--- src/rtl/ila_slave_read_pkg.sv ---
// Shared AXI slave model definitions: widths, instruction indices, burst/resp codes.
package ila_slave_read_pkg;

    localparam int ID_W    = 12;
    localparam int ADDR_W  = 32;
    localparam int DATA_W  = 32;
    localparam int LEN_W   = 8;
    localparam int N_INSTR = 6;

    // Instruction indices into grant / acc_decode
    localparam int I_R_RESET   = 0;
    localparam int I_AR_WAIT   = 1;
    localparam int I_AR_COMMIT = 2;
    localparam int I_R_LOAD    = 3;
    localparam int I_R_BEAT    = 4;
    localparam int I_R_LAST    = 5;

    typedef enum logic [1:0] {
        BURST_FIXED = 2'd0,
        BURST_INCR  = 2'd1,
        BURST_WRAP  = 2'd2
    } burst_e;

    localparam logic [1:0] RESP_OKAY = 2'b00;

    // Next beat address: INCR steps to the next word boundary, FIXED and WRAP hold.
    function automatic logic [ADDR_W-1:0] axi_next_addr(input logic [ADDR_W-1:0] addr,
                                                        input logic [1:0]        burst);
        if (burst == BURST_INCR)
            return {addr[ADDR_W-1:2] + 30'd1, 2'b00};
        else
            return addr;
    endfunction

endpackage

--- src/rtl/ila_slave_read.sv ---
// AXI4 slave read channel (AR/R) in ILA instruction/decode/grant form.
module ila_slave_read
    import ila_slave_read_pkg::*;
(
    input  logic                 clk,
    input  logic                 rst,
    input  logic [N_INSTR-1:0]   __ILA_ILA_Slave_read_grant__,
    input  logic                 s_axi_aresetn,
    input  logic [ADDR_W-1:0]    s_axi_araddr,
    input  logic [1:0]           s_axi_arburst,
    input  logic [ID_W-1:0]      s_axi_arid,
    input  logic [LEN_W-1:0]     s_axi_arlen,
    input  logic [2:0]           s_axi_arsize,
    input  logic                 s_axi_arvalid,
    input  logic                 s_axi_rready,
    input  logic                 read_ready,
    input  logic [DATA_W-1:0]    read_data,
    output logic                 s_axi_arready,
    output logic [ID_W-1:0]      s_axi_rid,
    output logic [DATA_W-1:0]    s_axi_rdata,
    output logic [1:0]           s_axi_rresp,
    output logic                 s_axi_rlast,
    output logic                 s_axi_rvalid,
    output logic                 tx_ractive,
    output logic [LEN_W-1:0]     tx_arlen,
    output logic [ADDR_W-1:0]    tx_araddr,
    output logic [1:0]           tx_arburst,
    output logic [2:0]           tx_arsize,
    output logic                 __ILA_ILA_Slave_read_decode_of_R_Slave_Reset__,
    output logic                 __ILA_ILA_Slave_read_decode_of_AR_Slave_Wait__,
    output logic                 __ILA_ILA_Slave_read_decode_of_AR_Slave_Commit__,
    output logic                 __ILA_ILA_Slave_read_decode_of_R_Slave_Load__,
    output logic                 __ILA_ILA_Slave_read_decode_of_R_Slave_Beat__,
    output logic                 __ILA_ILA_Slave_read_decode_of_R_Slave_Last__,
    output logic [N_INSTR-1:0]   __ILA_ILA_Slave_read_acc_decode__,
    output logic                 __ILA_ILA_Slave_read_valid__
);

    logic [N_INSTR-1:0] dec;
    logic [N_INSTR-1:0] en;

    // Instruction decodes; mutually exclusive by construction
    always_comb begin
        dec              = '0;
        dec[I_R_RESET]   = !s_axi_aresetn;
        dec[I_AR_WAIT]   = s_axi_aresetn && !tx_ractive && !s_axi_arready;
        dec[I_AR_COMMIT] = s_axi_aresetn && !tx_ractive && s_axi_arready && s_axi_arvalid;
        dec[I_R_LOAD]    = s_axi_aresetn && tx_ractive && !s_axi_rvalid && read_ready;
        dec[I_R_BEAT]    = s_axi_aresetn && tx_ractive && s_axi_rvalid && s_axi_rready && !s_axi_rlast;
        dec[I_R_LAST]    = s_axi_aresetn && tx_ractive && s_axi_rvalid && s_axi_rready && s_axi_rlast;
    end

    assign en = dec & __ILA_ILA_Slave_read_grant__;

    assign __ILA_ILA_Slave_read_decode_of_R_Slave_Reset__   = dec[I_R_RESET];
    assign __ILA_ILA_Slave_read_decode_of_AR_Slave_Wait__   = dec[I_AR_WAIT];
    assign __ILA_ILA_Slave_read_decode_of_AR_Slave_Commit__ = dec[I_AR_COMMIT];
    assign __ILA_ILA_Slave_read_decode_of_R_Slave_Load__    = dec[I_R_LOAD];
    assign __ILA_ILA_Slave_read_decode_of_R_Slave_Beat__    = dec[I_R_BEAT];
    assign __ILA_ILA_Slave_read_decode_of_R_Slave_Last__    = dec[I_R_LAST];
    assign __ILA_ILA_Slave_read_acc_decode__                = dec;
    assign __ILA_ILA_Slave_read_valid__                     = 1'b1;

    // Apply the granted instruction's updates; rst and protocol reset share one path
    always_ff @(posedge clk) begin
        if (rst || en[I_R_RESET]) begin
            s_axi_arready <= 1'b1;
            s_axi_rid     <= '0;
            s_axi_rdata   <= '0;
            s_axi_rresp   <= '0;
            s_axi_rlast   <= 1'b0;
            s_axi_rvalid  <= 1'b0;
            tx_ractive    <= 1'b0;
            tx_arlen      <= '0;
            tx_araddr     <= '0;
            tx_arburst    <= '0;
            tx_arsize     <= '0;
        end else begin
            if (en[I_AR_WAIT])
                s_axi_arready <= 1'b1;
            if (en[I_AR_COMMIT]) begin
                s_axi_arready <= 1'b0;
                tx_ractive    <= 1'b1;
                s_axi_rid     <= s_axi_arid;
                tx_arlen      <= s_axi_arlen;
                tx_araddr     <= s_axi_araddr;
                tx_arburst    <= s_axi_arburst;
                tx_arsize     <= s_axi_arsize;
            end
            if (en[I_R_LOAD]) begin
                s_axi_rvalid <= 1'b1;
                s_axi_rdata  <= read_data;
                s_axi_rresp  <= RESP_OKAY;
                s_axi_rlast  <= (tx_arlen == '0);
            end
            if (en[I_R_BEAT]) begin
                s_axi_rvalid <= 1'b0;
                tx_arlen     <= tx_arlen - 8'd1;
                tx_araddr    <= axi_next_addr(tx_araddr, tx_arburst);
            end
            if (en[I_R_LAST]) begin
                s_axi_rvalid <= 1'b0;
                s_axi_rlast  <= 1'b0;
                tx_ractive   <= 1'b0;
            end
        end
    end

endmodule
--- config.mk ---
export PLATFORM = sky130hd
export DESIGN_NAME = ila_slave_read
export DESIGN_NICKNAME = d
export VERILOG_FILES = /design/src/rtl/ila_slave_read_pkg.sv /design/src/rtl/ila_slave_read.sv
export SDC_FILE = /design/constraint.sdc
export NUM_CORES = 1
export LEC_CHECK = 0
export BUFFER_PORTS_ARGS = -buffer_cell sky130_fd_sc_hd__buf_2
export CORE_MARGIN = 4
export CORE_UTILIZATION = 25
export DETAILED_ROUTE_END_ITERATION = 10
export RECOVER_POWER = 50
export SYNTH_ARGS = -nofsm -noshare
export SYNTH_HDL_FRONTEND = slang
export SYNTH_SLANG_ARGS = --single-unit
--- constraint.sdc ---
create_clock -name clk -period 1.7 [get_ports clk]
set_clock_uncertainty 0.1 [all_clocks]
set_input_delay 0.085 -clock clk [delete_from_list [all_inputs] [get_ports clk]]
set_output_delay 0.085 -clock clk [all_outputs]
set_load 0.005 [all_outputs]
==> metrics, run 1 <==
Netlist cell types 67; CP Capture Type flip-flop; min cycle time layout around 1.7 ns; Logic pwr share between 10% and 20%; Syn Inst Count approximately 560; highest net fanout along the worst path 4; flops & latches, synth between 90 and 100; fmax 0.592 GHz; post-synth top area share about two fifths; gr usage total 17.7%; synth warn 0; post-route clock period utilization 99.3%; reg2reg start tx_ractive; # diodes 0; total I/O pin count around 210; Routed WL between 15000 and 20000 um; Root Driver clkbuf_16; H-Tree Depth 3; Final Util a little under half; top post-synthesis cells by area dfxtp_1 41%, nand2_1 11%, a21oi_1 8.2%; Main synth FF type dfxtp_1; die height roughly 140 um; Clock Latency Late Sink between 0.3 and 0.4 ns; CTS max path bufs 2; cell area after layout 7960 um^2; vias in the first global route 5461; RSZ-0062 raised after global routing yes; cell internal pwr roughly 0.0041 W; worst hold start s_axi_araddr[5]; Clk pin slew, worst setup/hold paths around 0.07 ns; Post-DRT Antenna Nets 0; Critical Setup Path Class flip-flop to flip-flop; Final TNS setup 0 ns; status finished, final reports clean; Lkg Pwr 3.51 nW; Area Growth Syn to Fin 77.0%; post-synthesis async set-or-reset flop share 0%; Reg2Reg Depth 5; core area ~17000 um^2; Worst EP required approximately 1.8 ns; Peak VDD IR approximately 480 uV; CTS tree yes; Worst Hold Path EP tx_araddr[5]; Chip Width 142 um; total gr overflow 0; total net switching power approximately 0.0013 W; largest net degree at the start of global routing 41; worst path arrival time between 1.5 and 2 ns; leading area contributor after synthesis dfxtp_1; initial core utilization 25.7%; Num CTS Buffers 9; drt first-iter violations 286; Mapped Avg Cell Area approximately 8 um^2; share of post-route cells with drive strength above 1 between 40 and 50%; Fin. Hold Viols 0; setup violators final 0; Hold Path Depth 3; CP startpoint kind flip-flop; Pre-Repair DR Iteration Count 5; initial antenna violation count 1; Max Slew Vio Count 0; vias per cell around 5; Reg2Reg Setup Slack between 0.01 and 0.015 ns; first-pass GRT wire length around 28000 um; clock share of power 44.8%; fin nets about 1.0k; wire length per cell about 16 um; Hold Crit Class primary input to flip-flop; routability congestion estimate 0.897; die area just over 20000 um^2; Worst R2R End tx_arlen[5]; hold slack roughly 0.014 ns; Syn Std Cell Area around 4500 um^2; Reg power frac approximately two fifths; DR vias about 5.6k; HPWL after detailed placement between 10000 and 15000 um; Sink Count between 90 and 100; Pwr per Cell Area approximately 680 nW/um^2; # Max-Cap Violations 0; row cnt between 40 and 50; sequential area share after synthesis roughly two fifths; Post-synth EDFFs 0; drt drc 0; Port Buffers 205; Switching Share 23.7%; Design Power between 0.005 and 0.006 W; Placement Cell Area between 6000 and 7000 um^2
## power groups by stage
stage	Combinational (W)	Clock (W)	Sequential [W]
after global routing	0.000780	0.00254	0.00225
final	0.000719	0.00241	0.00225
after floorplan	0.000195	0	0.00231
after global placement	0.000516	0	0.00230
after detailed placement	0.000518	0	0.00230
after CTS	0.000669	0.00247	0.00225
## timing repair
item,in CTS,in global routing
resized for setup,9,63
endpoints found under the hold margin,83,0
setup endpoints to repair,16,65
cloned,0,3
hold buffers,81,0
setup buffers,0,8
pin swaps,0,9
## area by class of cell
class                   instances  area (um^2)
clock buffers                  11          243
clock inverters                 5          106
fillers                      1708         9510
inverters                       8         30.0
multi-input cells             415         2560
flip-flops and latches         93         1870
well taps                     225          282
repair buffers                403         2870
## synthesized netlist by cell type (3+ instances only)
cell type,count
or3_1,5
nor2_1,21
and2_1,5
nor4_1,5
nand2b_1,3
o21ai_0,22
xnor2_1,3
buf_4,14
a32o_1,4
nand3_1,22
a22oi_1,6
a2bb2oi_1,3
a211oi_1,7
a21oi_1,74
nand2_1,126
a31oi_1,3
ha_1,3
buf_6,3
mux2i_1,9
dfxtp_1,93
a311oi_1,5
nand4_1,9
nor3_1,13
buf_2,12
and4_1,4
clkbuf_1,15
and3_1,6
inv_1,8
o211ai_1,5
## registers in the layout, indices dropped and copies added, names as in the netlist
signal and cells:
tx_araddr 32, s_axi_rlast 1, s_axi_rvalid 1, s_axi_rid 12, tx_arlen 8, tx_ractive 1
s_axi_rdata 32, tx_arburst 2, s_axi_arready 1, tx_arsize 3
## cells by family after synthesis
logic type	share of synthesized area (%)
AOI/OAI and AO/OA	22.2
xor gates and xnor gates	0.779
buffers and inverters	6.51
DFF	41.4
adders and majority gates	0.835
other	0.167
muxes	2.25
and+or+nand+nor	25.9
## worst max-delay path: stages, from the launching register on
cell      delay [ns]
dfxtp_2         0.36
and4_4          0.24
nand2_2         0.07
or4_4           0.47
o311ai_4        0.24
a21oi_1         0.09
## cell usage in the layout, fill, tap and decap left out, types with 4 or more instances in the layout
master         instances
a21oi_1               72
nand4_1                9
mux2i_1                9
inv_1                  8
buf_4                102
nor3_1                 9
clkbuf_16             12
nand3_1               22
or3_1                  4
nor2_2                 4
nor2_1                18
nand2_1              124
dlygate4sd3_1         81
dfxtp_1               87
dfxtp_2                4
o21ai_1                6
a32o_1                 4
o21ai_0               14
nor3_2                 6
buf_12                 4
o211ai_1               5
a211oi_1               6
a22oi_1                4
buf_2                205
and3_4                 5
buf_6                  6
## per-layer routing
metal	part of all wire (%)	global-route usage, %
met5	0.068	0
met1	42	22.4
met2	47	28.8
met4	2.0	6.16
met3	8.5	5.07
## how the worst max path moves through the flow
stage / from / to / slack, ns / cells after the start
after floorplan: tx_araddr[2] / tx_araddr[14] / -0.02 / 7
after global placement: tx_ractive / s_axi_rdata[7] / -0.04 / 7
after detailed placement: s_axi_rvalid / tx_arlen[6] / -0.03 / 6
after CTS: tx_ractive / tx_arlen[5] / 0.001 / 5
after global routing: tx_araddr[17] / tx_araddr[26] / -0.05 / 6
final: tx_ractive / tx_arlen[5] / 0.01 / 5
## stage by stage
step / setup slack [ns] / instances
3_3_place_gp: -0.0369 / 1052
5_1_grt: -0.0457 / 1160
4_1_cts: 0.00138 / 1149
3_5_place_dp: -0.0334 / 1052
2_1_floorplan: -0.0238 / 562
6_report: 0.0112 / 1160
Note: power is estimated with default switching activity, not from simulation.
==> run 2: changes to the inputs <==
Settings changed: ABC_AREA set to 1, CORE_ASPECT_RATIO set to 2.
==> run 2 against run 1 <==
  * Design area decreased by 4.9%
  * Clock power is 10% lower
  * Wire length down 4.7%
  * Worst hold slack lost 0.0018 ns
  * Critical path type unchanged
==> metrics, run 2 <==
first-pass GRT wire length 28200 um; initial core utilization about 25%; Hold Crit Class primary input to flip-flop; Synth Area in XOR/XNOR less than 1%; Chip Width 106 um; die height 204 um; gr usage total 16.5%; Clk pin slew, worst setup/hold paths approximately 0.080 ns; drt first-iter violations 169; Final TNS setup 0 ns; post-route clock period utilization roughly 96%; min cycle time layout between 1.5 and 2 ns; simple-gate area share of the yosys netlist 34.7%; largest family of logic cells by synthesized area simple AND/OR/NAND/NOR gates; RSZ-0062 raised after global routing yes; top post-synthesis cells by area dfxtp_1 39%, nand2_1 21%, a21oi_1 7.9%; setup violators final 0; Critical Setup Path Class flip-flop to flip-flop; complex-gate fraction of the synthesized area between 10 and 15%; core area 18800 um^2; Adder-Cell Fraction of Synth Area 0.784%; fin nets around 1.1k; Worst EP required roughly 1.8 ns; share of post-route cells with drive strength above 1 between 20% and 30%; row cnt 71; largest net degree at the start of global routing between 50 and 60; post-synth top area share around two fifths; initial antenna violation count 0; Num CTS Buffers 9; Sink Count 93; Max Slew Vio Count 0; Peak VDD IR just over 600 uV; flops & latches, synth just over 90; CTS tree yes; leading area contributor after synthesis dfxtp_1; fmax 0.613 GHz; sequential area share after synthesis about two fifths; Pre-Repair DR Iteration Count 5; Clock Latency Late Sink about 0.35 ns; leading cell type in the layout, fill and taps excluded nand2_1; Root Driver clkbuf_16; total gr overflow 0; most frequent cells in the layout 260 x nand2_1, 152 x buf_2, 81 x dlygate4sd3_1; FF+latch area around 1900 um^2; pre-CTS setup slack -0.0336 ns; CP startpoint kind flip-flop; routability congestion estimate just over 0.8; DR vias between 5k and 6k; die area around 22000 um^2; area occupied by multi-input gates 2580 um^2; highest net fanout along the worst path 6; Setup WS post-layout 0.0679 ns; drt drc 0; Mapped Avg Cell Area between 6 and 7 um^2; Pwr per Cell Area 667 nW/um^2; Port Buffers between 200 and 250; Lkg Pwr ~3.2 nW; post-synthesis async set-or-reset flop share 0%; Routed WL 18200 um; HPWL after detailed placement between 10000 and 15000 um; Post-DRT Antenna Nets 0; Layout fillers between 1.5k and 2k; Synth top cells by count 266 x nand2_1, 93 x dfxtp_1, 76 x a21oi_1; worst path arrival time 1.76 ns; synth warn 0; vias in the first global route 5753; Syn Std Cell Area approximately 4800 um^2; Regs by FF count s_axi_rdata x32, tx_araddr x32, s_axi_rid x12; Netlist cell types 36; # diodes 0; total I/O pin count about 210; Fin. Hold Viols 0; Area Growth Syn to Fin 58.0%; CP Capture Type flip-flop; Main synth FF type dfxtp_1; vias per cell ~4.4; CTS max path bufs 2; # Max-Cap Violations 0; Post-synth EDFFs 0; H-Tree Depth 3; Syn Inst Count 721; multiplexer share of the synthesized area 0%; wire length per cell ~14 um; most frequent cell after synthesis nand2_1; status finished, final reports clean
[run 2: cell count changes after synthesis, moves of 9 or more]
cell     change
nand2_1    +140
inv_1       +46
nand3_1     +28
nor2_1      +23
o21a_1      +10
mux2i_1      -9
[run 2: layout make-up]
cell class | count | area share [%]
multi-input cells | 530 | 34.0
well taps | 255 | 4.22
clock buffers | 9 | 2.98
flip-flops and latches | 93 | 24.9
repair buffers | 341 | 29.8
inverters | 59 | 2.96
clock inverters | 7 | 1.16
[run 2: final timing paths]
check	start	to	slack [ns]	cells past startpoint
setup / recovery	tx_araddr[3]	tx_araddr[22]	0.07	10
hold / removal	s_axi_araddr[29]	tx_araddr[29]	0.01	4
setup reg to reg	tx_araddr[3]	tx_araddr[22]	0.07	10
hold reg to reg	s_axi_rdata[8]	s_axi_rdata[8]	0.37	2
[run 2: routing by layer]
| layer | up-vias | track usage [%] | part of all wire, % |
|---|---|---|---|
| li1 | 2915 | - | - |
| met1 | 2557 | 15.4 | 35 |
| met2 | 164 | 33.0 | 57 |
| met3 | 38 | 3.23 | 4.1 |
| met4 | 0 | 8.62 | 4.2 |
| met5 | - | 0 | 0 |
[run 2: power by group]
part	leakage (nW)	switching [W]	internal, W	total (W)
registers	0.759	0.0000425	0.00222	0.00226
clock network	0.155	0.000979	0.00118	0.00216
logic	2.25	0.000284	0.000341	0.000625
total	3.16	0.00130	0.00374	0.00505
[run 2: worst max-delay path, stage by stage, from the launching register on]
cell     delay (ns)
dfxtp_2        0.37
ha_4           0.15
nand2_4        0.05
nor2_4         0.18
nand2_4        0.12
nor2_4         0.19
nand2_1        0.07
nand2_1        0.06
nand3_1        0.07
nand2_1        0.09
a21oi_2        0.05
[run 2: logic make-up after synthesis]
group | Yosys count
other cells | 2
fa+ha+maj | 3
simple gates | 392
xor+xnor | 4
compound gates | 127
flops | 93
buf+inv | 100
[run 2: what timing repair did]
action | 4_1_cts | 5_1_grt
setup buffers | 1 | 5
endpoints found under the hold margin | 81 | 0
pin swaps | 1 | 20
setup endpoints to repair | 6 | 54
hold buffers | 81 | 0
resized for setup | 2 | 50
cloned | 1 | 1
[run 2: metrics by stage]
step	instance area, um^2	hold WS, ns	std cells	util (%)	power [W]
floorplan	4790	0.119	722	-	0.00251
global placement	6320	0.230	1190	33.6	0.00278
detailed placement	6320	0.233	1190	33.6	0.00278
CTS	7470	0.00173	1289	39.7	0.00511
global route	7570	0.0312	1294	40.2	0.00526
finish	7570	0.0126	1294	40.2	0.00505
==> run 3: changes to the inputs <==
--- a/config.mk
+++ b/config.mk
@@ -10,6 +10,7 @@
 export CORE_ASPECT_RATIO = 2
 export CORE_MARGIN = 4
-export CORE_UTILIZATION = 25
+export CORE_UTILIZATION = 43
 export DETAILED_ROUTE_END_ITERATION = 10
+export PLACE_DENSITY = 0.76
 export RECOVER_POWER = 50
 export SYNTH_ARGS = -nofsm -noshare
==> constraint.sdc (replaced) <==
create_clock -name clk -period 1.7 [get_ports clk]
set_clock_uncertainty 0.1 [all_clocks]
set_input_delay 0.085 -clock clk [delete_from_list [all_inputs] [get_ports clk]]
set_output_delay 0.085 -clock clk [all_outputs]
set_load 0.02 [all_outputs]
==> run 3 against run 2 <==
  * Clock power about the same
  * Die area decreased by 40%
  * Utilization increased by 25 points
  * Flip-flop and latch count unchanged
  * Maximum frequency decreased by 0.56%
  * Total power increased by 0.88%
  * Non-clock buffer count decreased by 24
  * First-iteration DRC count increased by 47%
  * Via count increased by 2.5%
  * Critical path type unchanged
  * Critical endpoint is now tx_araddr[23]
==> metrics, run 3 (synthesis results as in run 2) <==
status finished, final reports clean; Regs by FF count s_axi_rdata x32, tx_araddr x32, s_axi_rid x12; WP buf/inv 0; Port Buffers a little over 200; setup violators final 0; post-route clock period utilization between 90 and 100%; crit path max-delay cell type dfxtp_1; DR vias about 5.8k; Hold Crit Class primary input to flip-flop; H-Tree Depth 3; total I/O pin count between 200 and 250; total gr overflow 0; Fin. Hold Viols 0; # diodes 0; CP cell instances nand2_1, nor2_1, nand2_1, nor2_4, nand2_1, nand2_1, nand3_1, nand2_1, a21oi_1; drt first-iter violations 249; Finished Layout Cells ~1.2k; Routed WL roughly 17000 um; Lkg Pwr approximately 2.9 nW; Placement Cell Area around 6000 um^2; gr usage total 26.4%; highest net fanout along the worst path 7; Crit. Startpoint tx_araddr[9]; cell area after layout 7120 um^2; CP startpoint kind flip-flop; Num CTS Buffers 9; min cycle time layout between 1.5 and 2 ns; leading cell type in the layout, fill and taps excluded nand2_1; fmax a little over 0.6 GHz; vias per cell between 5 and 6; most frequent cells in the layout 262 x nand2_1, 111 x buf_2, 95 x clkbuf_1; core area roughly 11000 um^2; Final Util about two thirds; routability congestion estimate between 0.9 and 1; CTS tree yes; largest net degree at the start of global routing 43; Layout fillers approximately 970; row cnt 54; initial core utilization between 40 and 50%; Peak VDD IR 615 uV; Root Driver clkbuf_16; CP Capture Type flip-flop; Pwr per Cell Area 715 nW/um^2; crit-path max cell delay around 0.4 ns; cell family with most CP delay simple AND/OR/NAND/NOR gates; first-pass GRT wire length ~27000 um; worst path arrival time 1.76 ns; Max Slew Vio Count 0; Critical Setup Path Class flip-flop to flip-flop; Sink Count 93; drt drc 0; CTS max path bufs 2; pre-CTS setup slack 0.0180 ns; Area Growth Syn to Fin 48.6%; initial antenna violation count 0; hold slack 0.00371 ns; vias in the first global route 5816; reg2reg start tx_araddr[9]; post-placement cell count 1061; fin nets ~1.1k; Chip Width 82.6 um; HPWL after detailed placement ~12000 um; Clk pin slew, worst setup/hold paths about 0.07 ns; share of post-route cells with drive strength above 1 21.3%; Pre-Repair DR Iteration Count 5; die height around 160 um; Worst EP required between 1.5 and 2 ns; wire length per cell between 10 and 15 um; Setup WS post-layout 0.0586 ns; die area approximately 13000 um^2; most frequent CP cell nand2_1; Clock Latency Late Sink between 0.3 and 0.4 ns; worst hold start __ILA_ILA_Slave_read_grant__[3]; # Max-Cap Violations 0; Post-DRT Antenna Nets 0
==> run 3: path summary, 6_finish.rpt <==
path | to | slack (ns) | cells after the start
max | tx_araddr[23] | 0.06 | 9
min | s_axi_rdata[14] | 0.004 | 4
max reg2reg | tx_araddr[23] | 0.06 | 9
min reg2reg | s_axi_rid[0] | 0.37 | 2
==> run 3: cell type report <==
cell class	count	area [um^2]	share of cell area, %
Clock buffer	10	229	3.22
Clock inverter	6	93.8	1.32
Inverter	59	224	3.15
Multi-Input combinational cell	529	2530	35.5
Sequential cell	93	1880	26.4
Tap cell	140	175	2.46
Timing Repair Buffer	317	1990	28.0
==> run 3: report_power, final <==
| part | total [W] | switching [W] | leakage, nW | internal [W] |
|---|---|---|---|---|
| sequential | 0.00227 | 0.0000449 | 0.757 | 0.00222 |
| combinational | 0.000643 | 0.000327 | 1.95 | 0.000316 |
| clock | 0.00218 | 0.000876 | 0.159 | 0.00131 |
==> run 3: through the flow <==
stage               setup TNS, ns  total power (W)
global placement                0          0.00281
detailed placement              0          0.00281
floorplan                       0          0.00257
finish                          0          0.00509
CTS                             0          0.00513
global route              -0.0323          0.00527
==> run 3: tightest hold or removal path, cell delays in order <==
cell and delay, ns:
buf_2 0.08, nand2_2 0.09, nand2_1 0.08, a21oi_1 0.06
==> run 3: metal layers <==
metal	vias to the layer above	GRT usage, %	routed length (um)
met5	-	0	0
met4	0	15.9	976
met3	78	4.70	921
met2	238	48.8	9300
met1	2632	26.1	5790
li1	2867	-	-
==> run 3: timing repair <==
| action | 4_1_cts | 5_1_grt |
|---|---|---|
| endpoints found under the setup margin | 1 | 58 |
| pin swaps | 0 | 7 |
| hold endpoints to repair | 78 | 0 |
| hold buffers | 76 | 0 |
| buffers inserted | 0 | 1 |
| resized for setup | 1 | 35 |
